==> src/rtl/m_unit_ctrl.sv <==
// M-extension sequencer: one-shot multiply, 32-step restoring divide.
// Drives an external datapath through R/D/Z, mult_a/b and the div/rem mux.
`ifndef MUX_DIV_REM_LENGTH
`define MUX_DIV_REM_LENGTH 1
`define MUX_DIV_REM_R 1'b1
`define MUX_DIV_REM_Z 1'b0
`endif

module m_unit_ctrl (
  input  logic                            clk,
  input  logic                            resetn,
  input  logic                            in_valid,
  output logic                            in_ready,
  input  logic [2:0]                      funct3,
  input  logic [31:0]                     rs1,
  input  logic [31:0]                     rs2,
  output logic                            out_valid,
  input  logic                            out_ready,
  output logic [31:0]                     result,
  output logic [31:0]                     R,
  output logic [62:0]                     D,
  output logic [31:0]                     Z,
  output logic [`MUX_DIV_REM_LENGTH-1:0]  mux_div_rem,
  output logic signed [32:0]              mult_a,
  output logic signed [32:0]              mult_b,
  input  logic                            sub_neg,
  input  logic [31:0]                     sub_result,
  input  logic signed [65:0]              product,
  input  logic [31:0]                     div_rem,
  input  logic [31:0]                     div_rem_neg
);

  typedef enum logic [2:0] {
    IDLE, MUL, DIV, FIX, DONE
  } state_t;

  state_t     state;
  logic [2:0] op;
  logic       neg_q;
  logic       neg_r;
  logic [4:0] cnt;

  logic        div_sgn;
  logic        a_sext;
  logic        b_sext;
  logic [31:0] abs1;
  logic [31:0] abs2;

  // funct3[0]==0 marks the signed divide ops (DIV/REM)
  assign div_sgn = ~funct3[0];
  assign a_sext  = (funct3[1:0] == 2'b01) ||
                   (funct3[1:0] == 2'b10);
  assign b_sext  = (funct3[1:0] == 2'b01);
  assign abs1    = (div_sgn & rs1[31]) ? -rs1 : rs1;
  assign abs2    = (div_sgn & rs2[31]) ? -rs2 : rs2;

  logic unused_product;
  assign unused_product = ^product[65:64];

  always_ff @(posedge clk or negedge resetn) begin
    if (!resetn) begin
      state       <= IDLE;
      in_ready    <= 1'b1;
      out_valid   <= 1'b0;
      result      <= '0;
      R           <= '0;
      D           <= '0;
      Z           <= '0;
      mult_a      <= '0;
      mult_b      <= '0;
      cnt         <= '0;
      op          <= '0;
      neg_q       <= 1'b0;
      neg_r       <= 1'b0;
      mux_div_rem <= `MUX_DIV_REM_Z;
    end else begin
      unique case (state)
        IDLE: begin
          if (in_valid) begin
            in_ready <= 1'b0;
            op       <= funct3;
            neg_q    <= div_sgn & (rs1[31] ^ rs2[31]);
            neg_r    <= div_sgn & rs1[31];
            if (!funct3[2]) begin
              mult_a <= {a_sext & rs1[31], rs1};
              mult_b <= {b_sext & rs2[31], rs2};
              state  <= MUL;
            end else if (rs2 == 32'd0) begin
              result    <= funct3[1] ? rs1 : 32'hFFFF_FFFF;
              out_valid <= 1'b1;
              state     <= DONE;
            end else begin
              R     <= abs1;
              D     <= {abs2, 31'd0};
              Z     <= '0;
              cnt   <= '0;
              state <= DIV;
            end
          end
        end
        MUL: begin
          result    <= (op[1:0] == 2'b00) ?
                       product[31:0] : product[63:32];
          out_valid <= 1'b1;
          state     <= DONE;
        end
        DIV: begin
          if (!sub_neg) begin
            R <= sub_result;
            Z <= {Z[30:0], 1'b1};
          end else begin
            Z <= {Z[30:0], 1'b0};
          end
          D   <= D >> 1;
          cnt <= cnt + 5'd1;
          if (cnt == 5'd31) begin
            mux_div_rem <= op[1] ? `MUX_DIV_REM_R
                                 : `MUX_DIV_REM_Z;
            state       <= FIX;
          end
        end
        FIX: begin
          result      <= (op[1] ? neg_r : neg_q) ?
                         div_rem_neg : div_rem;
          mux_div_rem <= `MUX_DIV_REM_Z;
          out_valid   <= 1'b1;
          state       <= DONE;
        end
        DONE: begin
          if (out_ready) begin
            out_valid <= 1'b0;
            in_ready  <= 1'b1;
            state     <= IDLE;
          end
        end
        default: state <= IDLE;
      endcase
    end
  end

endmodule

==> config.mk <==
export PLATFORM = sky130hd
export DESIGN_NAME = m_unit_ctrl
export DESIGN_NICKNAME = d
export VERILOG_FILES = /design/src/rtl/m_unit_ctrl.sv
export SDC_FILE = /design/constraint.sdc
export NUM_CORES = 1
export LEC_CHECK = 0
export CAP_MARGIN = 0
export CORE_AREA = 4 4 172 257
export DETAILED_ROUTE_END_ITERATION = 8
export DIE_AREA = 0 0 176 261
export PLACE_DENSITY = 0.7
export SYNTH_ARGS = -nofsm -noshare
export SYNTH_HDL_FRONTEND = slang
export SYNTH_SLANG_ARGS = --single-unit
export TNS_END_PERCENT = 50
==> constraint.sdc <==
create_clock -name clk -period 2.2 [get_ports clk]
set_input_delay 0.55 -clock clk [delete_from_list [all_inputs] [get_ports clk]]
set_output_delay 0.55 -clock clk [all_outputs]
set_load 0.02 [all_outputs]
=== Word level (Yosys, flattened, before mapping) ===
Cells that the tools add are included.

* $add $sub $neg: 3
* Equal/unequal tests: 14
* Muxes and demuxes: 45
* Bitwise gates (word level): 8
* Reductions and logical operators: 19

{| class="wikitable"
|+ Operators with widths
! kind !! number
|-
| 32-bit 2-to-1 mux || 15
|-
| 63-bit 2-to-1 mux || 3
|-
| 32-bit one-hot mux with 2 select lines || 2
|-
| 63-bit one-hot mux with 2 select lines || 1
|-
| 32-bit one-hot mux with 3 select lines || 1
|-
| 32-bit negator || 2
|-
| 32-bit zero test || 1
|-
| 3-bit 2-to-1 mux || 5
|-
| 5-bit 2-to-1 mux || 3
|-
| 2-bit != test (second input constant) || 7
|-
| 3-bit one-hot mux with 4 select lines || 1
|-
| 1-bit 2-to-1 mux || 10
|-
| 5-bit one-hot mux with 2 select lines || 1
|-
| 5-bit AND reduction || 2
|-
| 3-bit AND reduction || 3
|-
| 4-bit AND reduction || 2
|-
| 3-bit by 2-bit == test with 1-bit output (second input constant) || 2
|-
| 2-bit nonzero test || 3
|-
| 3-bit nonzero test || 2
|-
| 5-bit by 1-bit adder with 5-bit output (second input constant) || 1
|-
| 1-bit bitwise AND || 5
|-
| 5-bit == test (second input constant) || 1
|-
| 1-bit one-hot mux with 2 select lines || 2
|-
| 2-bit AND reduction || 2
|-
| other kinds (11) || 12
|}

* Register bits after elaboration: 240
* Bits of input ports: 234
* Word-level logic and storage cells: 103

=== Longest topological paths before layout ===
* Depth in word-level cells: 7
* Gate-level depth with buffers: 10
* Gate-level depth less buffers: 9

=== Least setup slack after synthesis ===
OpenSTA, ideal clock, no wires.

* Kind: input -> register
* Start point: input port rs1[8]
* End point: register R[25]
* Arrival: 2290 ps
* Setup slack: -184 ps
* Cell stages on the path: 7
* Buffers on the path: 1
* Cell sequence: clkbuf_1 > or4_1 > nor4_2 > nand2_1 > o31a_1 > xnor2_1 > a211oi_1

* Longest elaborated chain between the ends: 6

{| class="wikitable"
|+ Ends and longest elaborated chain
! what !! line !! RTL
|-
| start: declaration || 15 || <nowiki>input logic [31:0] rs1,</nowiki>
|-
| 32-bit negator || 54 || <nowiki>assign abs1 = (div_sgn & rs1[31]) ? -rs1 : rs1;</nowiki>
|-
| 32-bit 2-to-1 mux || 54 ||
|-
| 32-bit 2-to-1 mux || 88 || <nowiki>end else if (rs2 == 32'd0) begin</nowiki>
|-
| 32-bit 2-to-1 mux || 84 || <nowiki>if (!funct3[2]) begin</nowiki>
|-
| 32-bit 2-to-1 mux || 79 || <nowiki>if (in_valid) begin</nowiki>
|-
| 32-bit one-hot mux with 2 select lines || 77 || <nowiki>unique case (state)</nowiki>
|-
| end signal: assignment || 93 || <nowiki>R <= abs1;</nowiki>
|-
| end signal: assignment || 109 || <nowiki>R <= sub_result;</nowiki>
|-
| end: declaration || 20 || <nowiki>output logic [31:0] R,</nowiki>
|}

Every way passes these cells. The select of a mux whose other input is x is not followed.
A chain may end at the register's enable or synchronous reset.

=== Worst setup path in the final report ===
* Start point: input port rs2[16]
* End point: register result[20]

* Longest elaborated chain between the ends: 3

{| class="wikitable"
|+ Ends and longest elaborated chain
! what !! line !! RTL
|-
| start: declaration || 16 || <nowiki>input logic [31:0] rs2,</nowiki>
|-
| 32-bit zero test || 88 ||
|-
| 2-bit != test (no source line) || - ||
|-
| 4-bit AND reduction (no source line) || - ||
|-
| end signal: assignment || 89 || <nowiki>result <= funct3[1] ? rs1 : 32'hFFFF_FFFF;</nowiki>
|-
| end signal: assignment || 102 || <nowiki>result <= (op[1:0] == 2'b00) ?</nowiki>
|-
| end signal: assignment || 123 || <nowiki>result <= (op[1] ? neg_r : neg_q) ?</nowiki>
|-
| end: declaration || 19 || <nowiki>output logic [31:0] result,</nowiki>
|}

Every way passes these cells.

==> results_dict.tcl <==
set metrics [dict create \
    port_buffers 459 \
    area_growth_pct 64.55 \
    die_w_um 176 \
    dp_hpwl_um 40170 \
    worstPathRequired_ns 2.66 \
    rr_startpoint "state[2]$_DFFE_PN0P_" \
    final-hold-violation-count 0 \
    die_y_um 261 \
    crit_start "rs2[16]" \
    cap_violations 0 \
    core-area_sq_um 41900 \
    grt_pass1_vias 12980 \
    combPwrFrac_pct 53.8 \
    hold_class "in -> reg" \
    worst-path-max-fanout 9 \
    holdPathStages 3 \
    postRouteAntennaNets 0 \
    clk_latency_ns 0.54 \
    grt-ovfl-total 0 \
    final-max-slew-violation-count 0 \
    slew_headroom_pct 46.95 \
    sequentialPowerShare_pct 29.7 \
    syn_avg_cell_area_sq_um 9.419 \
    p_switching_uw 10870 \
    grt_max_degree 76 \
    drt-vias-per-instance 5.061 \
    cts_inserted_buffers 25 \
    layout-drive-gt1-share_pct 21.24 \
    internal_power_uw 15470 \
    wl_per_cell_um 21.19 \
    die_area_sq_um 45940 \
    cts-root-buf "clkbuf_16" \
    syn_area_sq_um 12460 \
    fin_worst_skew_ns 0.01832 \
    startpoint_type "input pin" \
    ys_ff_latch 240 \
    dpl_cell_area_sq_um 19030 \
    critPathCaptureType "register" \
    yosysSeqAreaShare_pct 48.20 \
    min_period_ns 2.190 \
    vias 12680 \
    switching_share_pct 41.28 \
    stdcell_area_sq_um 20510 \
    fmaxAchievable_ghz 0.4567 \
    whs_ns 0.3676 \
    synthFlopType "dfrtp_1" \
    power_density_nw_per_um2 1285 \
    finalWorstSetupSlack_ns 0.01042 \
    start_util_pct 29.74 \
    dr.pass1.iters 6 \
    drt_iter0_drc 973 \
    critical_path_arrival_ns 2.65 \
    cts_buffer_depth 3 \
    setup_viol 0 \
    drcViolationCount 0 \
    status "finished, final reports clean" \
    clk_pin_slew_worst_paths_ns 0.07 \
    gp_congestion 0.9371 \
    reg2reg_depth 6 \
    p_leak_uw 0.008632 \
    clock_sinks 240 \
    period_share_pct 99.53 \
    worst-setup-path-type "in -> reg" \
    worst_ir_drop_vdd_uv 719.9 \
    syn_inst 1323 \
    synthArstFlopShare_pct 100.0 \
    synth_edf_count 0 \
    ioPinCount 462 \
    wl_um 53090 \
    clockPowerShare_pct 16.6 \
    yosysUniqueCellTypes 56 \
    syn_nets 1562 \
    tritoncts "yes" \
    grt_pass1_wl_um 78920 \
    grt_use_total_pct 22.00 \
    worstMarginPinSlew_ns 0.7958 \
    synth_warnings 0 \
    htreeDepth 1 \
    row_count 92 \
    preCtsSetupSlack_ns -0.8748 \
    grt_antenna_before_repair 2 \
    final_nets 2162 \
    hp-start "rs2[0]" \
]
[Yosys cell counts (2+ instances only)]
cell | number | area [sq um]
dfrtp_1 | 239 | 5981
nand2_1 | 182 | 683.2
o21ai_0 | 146 | 730.7
nor2_1 | 97 | 364.1
a21oi_1 | 88 | 440.4
clkbuf_1 | 72 | 270.3
mux2_2 | 65 | 732.0
a211oi_1 | 43 | 322.8
mux2i_1 | 37 | 370.4
nor2b_1 | 35 | 219.0
xnor2_1 | 34 | 297.8
nand3b_1 | 29 | 217.7
xor2_1 | 24 | 210.2
nor3_1 | 23 | 115.1
nand3_1 | 21 | 105.1
a31oi_1 | 18 | 112.6
a21oi_2 | 17 | 148.9
buf_2 | 17 | 85.08
o211ai_1 | 16 | 120.1
inv_1 | 13 | 48.80
and3_1 | 9 | 56.30
nor4_1 | 8 | 50.05
o31ai_1 | 8 | 60.06
or4_1 | 8 | 60.06
or3_1 | 7 | 43.79
a22oi_1 | 6 | 45.04
buf_6 | 5 | 56.30
ha_1 | 5 | 62.56
a41oi_1 | 4 | 35.03
nand4_1 | 4 | 25.02
nand2b_1 | 3 | 18.77
nor4_2 | 3 | 37.54
o22ai_1 | 3 | 18.77
o31a_1 | 3 | 26.28
o41ai_1 | 3 | 26.28
a21o_1 | 2 | 15.01
a221o_1 | 2 | 20.02
and2_1 | 2 | 12.51
and4_1 | 2 | 17.52
buf_1 | 2 | 7.510
buf_4 | 2 | 15.01
nor3b_1 | 2 | 15.01
[through the flow]
| stage | instances | setup TNS [ns] | total power (uW) | util (%) |
|---|---|---|---|---|
| 6_report | 2506 | 0 | 26340 | 48.94 |
| 5_1_grt | 2505 | -0.5664 | 27820 | 48.93 |
| 4_1_cts | 2496 | -0.1804 | 26550 | 48.75 |
| 3_5_place_dp | 2422 | -132.59 | 21770 | 45.42 |
| 3_3_place_gp | 2422 | -122.59 | 21480 | 45.42 |
| 2_1_floorplan | 1323 | -4.760 | 14570 | - |
[power groups by stage]
stage	clock network [uW]	logic, uW	registers, uW
detailed placement	0	13900	7850
finish	4370	14200	7820
global placement	0	13700	7770
global route	4650	15100	8070
CTS	4480	14300	7800
floorplan	0	4720	9850
[routing by layer]
metal	vias to the layer above	track usage (%)	routed length (um)
met5	-	0	0
met4	0	8.019	2162
met3	113	3.408	3093
met2	525	41.46	28190
met1	6166	25.00	19650
li1	5879	-	-
[area by class of cell]
| cell class | instances | area, sq um |
|---|---|---|
| inverters | 13 | 51.30 |
| clock inverters | 7 | 90.09 |
| clock buffers | 37 | 740.7 |
| flip-flops and latches | 240 | 6008 |
| diodes | 2 | 5.005 |
| repair buffers | 671 | 6609 |
| well taps | 564 | 705.7 |
| multi-input cells | 972 | 6296 |
| fillers | 3822 | 21390 |
[critical path, cell delays in order]
cell and delay [ns]:
clkdlybuf4s15_1 0.19, or3_4 0.37, nand4b_1 0.22, buf_6 0.16, or3_4 0.35, o31ai_4 0.20, buf_6 0.15, buf_12 0.15
buf_12 0.13, nor2_1 0.04, a31oi_1 0.13
[worst paths after layout]
check / to / slack [ns]
max: result[20]$_DFFE_PN0P_ / 0.01
min: mult_b[0]$_DFFE_PN0P_ / 0.37
max reg2reg: R[25]$_DFFE_PN0P_ / 0.16
min reg2reg: R[12]$_DFFE_PN0P_ / 0.48
max in group asynchronous: D[19]$_DFFE_PN0P_ / 0.94
min in group asynchronous: mult_b[1]$_DFFE_PN0P_ / 0.57
[state kept, by name, summed over array words and instances, names as in the netlist]
| signal | count |
|---|---|
| out_valid | 1 |
| R | 32 |
| op | 2 |
| D | 63 |
| result | 32 |
| state | 3 |
| in_ready | 1 |
| neg_r | 1 |
| Z | 32 |
| mult_a | 33 |
| cnt | 5 |
| mult_b | 33 |
| neg_q | 1 |
| mux_div_rem | 1 |
[logic make-up (layout without fill, tap and decap cells)]
group                      after synthesis  count (layout)  synth area share (%)
xor gates and xnor gates                58              58                 4.076
and+or+nand+nor                        441             441                 16.91
buffers and inverters                  111             728                 3.875
AOI/OAI and AO/OA                      366             366                 17.59
other                                    0               2                     0
adders and majority gates                5               5                0.5020
DFF                                    240             240                 48.20
muxes                                  102             102                 8.845
[layout by cell type (no fill, tap or decap), drive strengths merged, types with 4 or more instances in the layout]
cell             n
clkdlybuf4s15    7
ha               5
dfrtp          239
o21ai          147
dlymetal6s2s    13
inv             13
nor2b           35
nand3           21
o31ai            9
clkbuf          53
and3             9
dlygate4sd2     13
nor3            23
xor2            24
or4              8
nor4            11
xnor2           34
a31oi           18
nand4            4
a22oi            6
or3              8
buf            216
a41oi            4
o211ai          16
nand3b          29
a21oi          105
clkdlybuf4s50  404
mux2            65
nor2            99
mux2i           37
nand2          182
a211oi          43
[timing repair]
action                                  CTS  global route
pin swaps                                26            29
endpoints found under the setup margin  161           129
resized for setup                       112            61
gates cloned                              8             1
hold buffers                              1             0
hold endpoints to repair                 45             0
buffers inserted                         23             9
Note: power is estimated with default switching activity, not from simulation.
